### src/rtl/cpu_isa_pkg.sv
// Shared ISA definitions for the simple CPU: opcodes, field positions, instruction kinds
// and the encoder's output-buffer occupancy states.
package cpu_isa_pkg;

  localparam logic [5:0] OPC_RTYPE = 6'b000000;
  localparam logic [5:0] OPC_J     = 6'b000010;
  localparam logic [5:0] OPC_BNE   = 6'b000101;

  localparam int OPC_LSB = 26;
  localparam int RS_LSB  = 21;
  localparam int RT_LSB  = 16;
  localparam int RD_LSB  = 11;

  typedef enum logic [1:0] {
    KIND_R   = 2'd0,
    KIND_J   = 2'd1,
    KIND_BNE = 2'd2,
    KIND_I   = 2'd3
  } instr_kind_e;

  typedef enum logic [1:0] {
    FIFO_EMPTY = 2'd0,
    FIFO_ONE   = 2'd1,
    FIFO_FULL  = 2'd2
  } fifo_state_e;

  // Opcodes that an I-type word must not carry, since they select another format.
  function automatic logic is_reserved_opc(input logic [5:0] opc);
    return (opc == OPC_RTYPE) || (opc == OPC_J) || (opc == OPC_BNE);
  endfunction

endpackage

### src/rtl/instr_fifo2.sv
// Two-entry FIFO with valid/ready on both sides and a synchronous clear.
// Occupancy FSM state is exposed on state_dbg.
module instr_fifo2
  import cpu_isa_pkg::*;
#(
  parameter int W = 8
) (
  input  logic         clk,
  input  logic         rst_n,
  input  logic         clear,
  input  logic         in_valid,
  output logic         in_ready,
  input  logic [W-1:0] in_data,
  output logic         out_valid,
  input  logic         out_ready,
  output logic [W-1:0] out_data,
  output fifo_state_e  state_dbg
);

  // Handshake: a transfer happens on a rising edge where valid && ready are both high;
  // the sender holds data stable while valid && !ready. Ready depends only on state.
  fifo_state_e state, state_nx;
  logic [W-1:0] mem [2];
  logic         wr_ptr, rd_ptr;
  logic         push, pop;

  assign in_ready  = (state != FIFO_FULL);
  assign out_valid = (state != FIFO_EMPTY);
  assign push      = in_valid && in_ready && !clear;
  assign pop       = out_valid && out_ready && !clear;
  assign out_data  = mem[rd_ptr];
  assign state_dbg = state;

  always_ff @(posedge clk or negedge rst_n) begin
    if (!rst_n) state <= FIFO_EMPTY;
    else        state <= state_nx;
  end

  always_comb begin
    state_nx = state;
    case (state)
      FIFO_EMPTY: if (push) state_nx = FIFO_ONE;
      FIFO_ONE: begin
        if (push && !pop)      state_nx = FIFO_FULL;
        else if (pop && !push) state_nx = FIFO_EMPTY;
      end
      FIFO_FULL:  if (pop) state_nx = FIFO_ONE;
      default:    state_nx = FIFO_EMPTY;
    endcase
    if (clear) state_nx = FIFO_EMPTY;
  end

  always_ff @(posedge clk or negedge rst_n) begin
    if (!rst_n) begin
      mem[0] <= '0;
      mem[1] <= '0;
      wr_ptr <= 1'b0;
      rd_ptr <= 1'b0;
    end else if (clear) begin
      wr_ptr <= 1'b0;
      rd_ptr <= 1'b0;
    end else begin
      if (push) begin
        mem[wr_ptr] <= in_data;
        wr_ptr      <= ~wr_ptr;
      end
      if (pop) rd_ptr <= ~rd_ptr;
    end
  end

endmodule

### src/rtl/instr_encoder.sv
// Packs decoded instruction fields into 32-bit words tagged with sequential program addresses.
// Define INSTR_ENCODER_CHECK_EN to flag out-of-range fields on out_err.
module instr_encoder
  import cpu_isa_pkg::*;
#(
  parameter int                ADDR_W    = 16,
  parameter logic [ADDR_W-1:0] BASE_ADDR = '0
) (
  input  logic              clk,
  input  logic              rst_n,
  input  logic              clear,
  input  logic              in_valid,
  output logic              in_ready,
  input  logic [1:0]        in_kind,
  input  logic [5:0]        in_opcode,
  input  logic [5:0]        in_src_reg1,
  input  logic [5:0]        in_src_reg2,
  input  logic [5:0]        in_dst_reg,
  input  logic [15:0]       in_immediate,
  input  logic [31:0]       in_jump_address,
  output logic              out_valid,
  input  logic              out_ready,
  output logic [31:0]       out_word,
  output logic [ADDR_W-1:0] out_addr,
  output logic              out_err
);

  localparam int FW = 32 + ADDR_W + 1;

  logic [31:0]       word_c;
  logic              err_c;
  logic [ADDR_W-1:0] addr;
  logic              accept;
  logic [FW-1:0]     fifo_out;
  fifo_state_e       fifo_state;

  assign accept = in_valid && in_ready && !clear;

  always_comb begin
    word_c = '0;
    case (instr_kind_e'(in_kind))
      KIND_R: begin
        word_c[OPC_LSB +: 6] = OPC_RTYPE;
        word_c[RS_LSB  +: 5] = in_src_reg1[4:0];
        word_c[RT_LSB  +: 5] = in_src_reg2[4:0];
        word_c[RD_LSB  +: 5] = in_dst_reg[4:0];
      end
      KIND_J: word_c = {OPC_J, in_jump_address[25:0]};
      KIND_BNE: begin
        word_c[OPC_LSB +: 6] = OPC_BNE;
        word_c[RS_LSB  +: 5] = in_src_reg1[4:0];
        word_c[RT_LSB  +: 5] = in_src_reg2[4:0];
        word_c[15:0]         = in_immediate;
      end
      default: begin
        word_c[OPC_LSB +: 6] = in_opcode;
        word_c[RS_LSB  +: 5] = in_src_reg1[4:0];
        word_c[RT_LSB  +: 5] = in_dst_reg[4:0];
        word_c[15:0]         = in_immediate;
      end
    endcase
  end

`ifdef INSTR_ENCODER_CHECK_EN
  always_comb begin
    err_c = 1'b0;
    case (instr_kind_e'(in_kind))
      KIND_R:   err_c = in_src_reg1[5] | in_src_reg2[5] | in_dst_reg[5];
      KIND_J:   err_c = |in_jump_address[31:26];
      KIND_BNE: err_c = in_src_reg1[5] | in_src_reg2[5];
      default:  err_c = in_src_reg1[5] | in_dst_reg[5] | is_reserved_opc(in_opcode);
    endcase
  end
`else
  // Truncated bits are deliberately dropped in this build.
  logic unused_fields;
  assign unused_fields = ^{in_jump_address[31:26], in_src_reg1[5], in_src_reg2[5], in_dst_reg[5]};
  assign err_c = 1'b0;
`endif

  // Counter wraps through zero; only clear and reset return it to BASE_ADDR.
  always_ff @(posedge clk or negedge rst_n) begin
    if (!rst_n)      addr <= BASE_ADDR;
    else if (clear)  addr <= BASE_ADDR;
    else if (accept) addr <= addr + ADDR_W'(1);
  end

  instr_fifo2 #(.W(FW)) u_fifo (
    .clk       (clk),
    .rst_n     (rst_n),
    .clear     (clear),
    .in_valid  (in_valid),
    .in_ready  (in_ready),
    .in_data   ({word_c, addr, err_c}),
    .out_valid (out_valid),
    .out_ready (out_ready),
    .out_data  (fifo_out),
    .state_dbg (fifo_state)
  );

  logic unused_dbg;
  assign unused_dbg = ^fifo_state;

  assign {out_word, out_addr, out_err} = fifo_out;

endmodule

### config.mk
export PLATFORM = sky130hd
export DESIGN_NAME = instr_encoder
export DESIGN_NICKNAME = d
export VERILOG_FILES = /design/src/rtl/cpu_isa_pkg.sv /design/src/rtl/instr_fifo2.sv /design/src/rtl/instr_encoder.sv
export SDC_FILE = /design/constraint.sdc
export NUM_CORES = 1
export LEC_CHECK = 0
export CAP_MARGIN = 0
export CORE_MARGIN = 2
export CORE_UTILIZATION = 50
export DETAILED_ROUTE_END_ITERATION = 10
export GPL_TIMING_DRIVEN = 0
export PLACE_DENSITY = 0.88
export SYNTH_ARGS = -nofsm -noshare
export SYNTH_HDL_FRONTEND = slang
export SYNTH_SLANG_ARGS = --single-unit
### constraint.sdc
create_clock -name clk -period 2.4 [get_ports clk]
set_clock_uncertainty 0.1 [all_clocks]
set_input_delay 0.48 -clock clk [delete_from_list [all_inputs] [get_ports clk]]
set_output_delay 0.48 -clock clk [all_outputs]
set_load 0.005 [all_outputs]
# Word-level counts from Yosys, hierarchy flattened
# Index checks and enable logic that the tools add are counted.
[totals]
word_cells = 60
ff_bits = 118
out_inout_bits = 51
input_bits = 79
[classes]
order_cmp = 3
mux = 20
add_sub_neg = 1
n_eq_ne = 8
n_reduce_logical = 17
bitwise_logic = 5
[ops]
columns = ["operator", "count"]
rows = [
  ["$mux 49", 4],
  ["$bwmux 98", 1],
  ["$pmux 21 s3", 1],
  ["$demux 49 s1", 1],
  ["$mux 16", 2],
  ["$pmux 11 s2", 1],
  ["$add 16x1->16 const B", 1],
  ["$mux 2", 5],
  ["$logic_and 1x1->1", 7],
  ["$ne 3x2->1 const B", 2],
  ["$pmux 2 s3", 1],
  ["$reduce_bool 2->1", 3],
  ["$eq 2x1->1 const B", 2],
  ["$eq 2x2->1 const B", 2],
  ["$ge 2x2->1 const B", 2],
  ["$logic_not 2->1", 2],
  ["$mux 1", 4],
  ["$ne 4x2->1 const B", 1],
  ["$not 1->2", 2],
  ["$logic_not 1->1", 3],
  ["$not 1->1", 3],
  ["$reduce_and 3->1", 1],
  ["$lt 2x1->1 const B", 1],
  ["$ne 2x2->1 const B", 1],
  ["$reduce_and 2->1", 1],
]

# Longest topological paths before layout
[depth]
ltp_word = 9
mapped_depth = 8
depth_no_buf = 7

# Hierarchy
# A second synthesis with hierarchy kept.
[unflattened]
cells_unflattened = 434
hier_area_um2 = 5751.8
[by_module_without_submodules]
columns = ["module", "cells_each", "n_inst", "area_per_inst_um2", "seq_area_each_um2"]
rows = [
  ["instr_fifo2", 285, 1, 4418.0, 2552.4],
  ["instr_encoder", 149, 1, 1333.8, 400.4],
]

# Worst setup path before layout
# OpenSTA, ideal clock, no wires.
[synth_path]
path_kind = "register to output"
start = "reg u_fifo.rd_ptr"
end = "out out_word[12]"
required_ns = 1.820
t_arrival_ns = 1.290
stages_incl_launch_ff = 4
n_path_buf = 2
slack_ns = 0.530
path_cell_list = "dfrtp_1 buf_2 buf_1 mux2_2"
[synth_via]
elab_chain_len = 4
[synth_rtl]
columns = ["element", "line_no", "source"]
rows = [
  ["start, declared", "instr_fifo2.sv:24", "logic wr_ptr, rd_ptr;"],
  ["start signal, assigned", "instr_fifo2.sv:67", "if (pop) rd_ptr <= ~rd_ptr;"],
  ["$not 1->2 (not written as such)", "instr_fifo2.sv:31", "assign out_data = mem[rd_ptr];"],
  ["$mux 49 (not written as such) (3 in series)", "instr_fifo2.sv:31", ""],
  ["end, declared", "instr_encoder.sv:23", "output logic [31:0] out_word,"],
]
# Every way passes these cells. The select of a mux whose other input is x is not followed.

# Final worst setup path
[layout_path]
start = "reg u_fifo.rd_ptr"
end = "out out_word[4]"
# Same word-level chain as after synthesis.

==> results.ini <==
[outcome]
status=finished, violations left
violations=negative setup slack

[setup_path]
cpPeakStageDelay_ps=490
path_max_fanout=10
cp_top_family=buffers and inverters
crit_path_start_kind=register
cp.arrival_ps=2000
critPathKind=register to output port
path_cells=buf_6, mux2_2, clkdlybuf4s50_1
worst-path-buf-inv=2
worstPathRequired_ps=1820
r2r_setup_slack_ps=250
crit_path_end_kind=output port
cp_slowest_cell=clkdlybuf4s50_1

[die]
initial_core_util_pct=50.6
core_area_mm2=0.0107
die_w_um=108
ios=130
die_height_um=108
die_area_mm2=0.0117
std_cell_rows=38

[timing]
finalHoldViolations=0
rsz0062_at_grt=true
worstMarginPinSlew_ps=679
slew_headroom_pct=54.6
max_freq_mhz=388
min_period_over_period_pct=108
setup_violations=26
min_period_ps=2580
finalMaxSlewViolations=0
holdWs_ps=376
layout_setup_ws_ps=-180

[cts]
cts-buffers-inserted=17
htreeDepth=4
cts_tree=built
path_clk_slew_ps=60
clock_path_buffers=2
numClockSinks=116
cts-root-buf=clkbuf_8
insertion_delay_ps=520

[finish]
mostFrequentLayoutCells=dfrtp_1, clkdlybuf4s50_1, nand2_1
layout.nets=734
final_common_cell=dfrtp_1
syn2layout_area_growth_pct=39.4
utilization_pct=70.6
fin_cells=806
drive_above_1_share_pct=22.7
diodes=0

[placement]
port-buffer-count=118
place_inst=762
globalplace.congestion=0.818
dp_hpwl_um=9910

[detailed_routing]
drc=0
wl_per_cell_um=19.1
dr_total_vias=4581
dr.pass1.iters=5
viasPerCell=5.68
ant_nets=0
wl_um=15400
drtIter0Drc=274

[power_and_ir_drop]
power.density_mw_per_mm2=792
p_leak_nw=3.58
max-vdd-ir-drop_mv=0.535

[logic_synthesis]
synthArstFlopShare_pct=100
syn_area_mm2=0.00544
yosys.area.top_type=dfrtp_1
synth_seq_cells=116
ys_warn_count=0
synth_fp_nets=584
netlist_top_cells_area=dfrtp_1, mux2_2, o21ai_0, nand2_1, mux2_1
synth_top_area_share_pct=53.4
synthFlopType=dfrtp_1
yosys.cell_types.count=36
syn_area_per_cell_um2=10.8
syn_inst=503
ys_seq_area_share_pct=53.4
synth_edf_count=0

[global_routing]
use_met2_pct=45.3
grt_busiest_layer=met2
grt_pass1_wl_um=23500
overflow=0
antenna_found_initial=0
grtUsageTotal_pct=26.2
grt_util_met3_pct=6.21
met1_usage_pct=31.8
grt_max_degree=66
first_global_vias=4751

[flow_run]
maxCapViolations=0

[worst_hold_path]
hp-class=register to register

[area by class of cell]
| cell class | count | area [um^2] |
|---|---|---|
| Tap cell | 140 | 175 |
| Sequential cell | 116 | 2910 |
| Clock inverter | 13 | 184 |
| Fill cell | 741 | 3160 |
| Timing Repair Buffer | 132 | 1310 |
| Multi-Input combinational cell | 349 | 2380 |
| Clock buffer | 19 | 422 |
| Buffer | 33 | 185 |
| Inverter | 4 | 15.0 |
[where the power goes]
part,internal (mW),switching [mW]
Combinational,0.571,0.480
Clock,1.68,0.906
Sequential,2.22,0.149
[cell usage after synthesis, types with 3 or more instances]
cell type and number:
dfrtp_1 116, buf_2 8, a22oi_1 9, xor2_1 10, o21ai_1 4, nand2_1 72, o21ai_0 68, a21oi_1 21
mux2_2 63, or3_1 3, clkbuf_1 18, buf_1 5, nand4_1 4, mux2_1 15, nand3_1 10, o31ai_1 4
or4_1 4, inv_1 4, mux2i_1 16, nor2_1 26, and3_1 3
[flip-flops by register name (all words and copies together) (netlist names)]
| signal | cells |
|---|---|
| u_fifo.wr_ptr | 1 |
| addr | 16 |
| u_fifo.mem | 96 |
| u_fifo.state_dbg | 2 |
| u_fifo.rd_ptr | 1 |
[metal layers]
metal  up-vias  wire (um)
li1       2064          -
met1      2302       6140
met2       184       7810
met3        31       1110
met4         0        314
met5         -          0
[stage by stage]
stage          power [mW]  TNS (ps)  setup slack, ps  instance area (um^2)
2_1_floorplan        2.81         0              530                  5440
3_3_place_gp         3.32   -392840            -3340                  6800
3_5_place_dp         3.38     -7510             -290                  6820
4_1_cts              5.95     -3190             -164                  7490
5_1_grt              6.24     -3560             -209                  7580
6_report             6.00     -2700             -180                  7580
[worst register-to-register path: stages, from the launching register on]
cell,delay (ps)
dfrtp_1,400
nand2b_4,230
nand4bb_1,130
clkbuf_1,450
buf_2,370
mux2_2,370
[final timing paths]
kind / start / end / cells after the start
worst min-delay path: u_fifo.mem[33]$_DFFE_PN0P_ / u_fifo.mem[33]$_DFFE_PN0P_ / 2
worst max-delay path: u_fifo.rd_ptr$_DFFE_PN0P_ / out_word[4] / 3
min in group asynchronous: rst_n / u_fifo.mem[69]$_DFFE_PN0P_ / 2
worst min register to register: u_fifo.mem[33]$_DFFE_PN0P_ / u_fifo.mem[33]$_DFFE_PN0P_ / 2
worst max register to register: u_fifo.state_dbg[0]$_DFFE_PN0P_ / u_fifo.mem[54]$_DFFE_PN0P_ / 5
max in group asynchronous: rst_n / u_fifo.mem[1]$_DFFE_PN0P_ / 3
[logic make-up after synthesis]
| group | count (synthesis) | synth area share [%] |
|---|---|---|
| AOI/OAI and AO/OA | 107 | 10.5 |
| muxes | 94 | 19.1 |
| buffers and inverters | 38 | 3.01 |
| other | 1 | 0.0689 |
| and+or+nand+nor | 135 | 11.9 |
| adders and majority gates | 2 | 0.460 |
| xor gates and xnor gates | 10 | 1.61 |
| DFF | 116 | 53.4 |
[what timing repair did]
| action | in CTS | in global routing |
|---|---|---|
| setup endpoints to repair | 49 | 49 |
| gates cloned | 0 | 2 |
| buffers inserted | 4 | 6 |
| gates resized for setup | 43 | 50 |
| hold endpoints to repair | 51 | 0 |
| hold buffers | 1 | 0 |
Note: power is estimated with default switching activity, not from simulation.
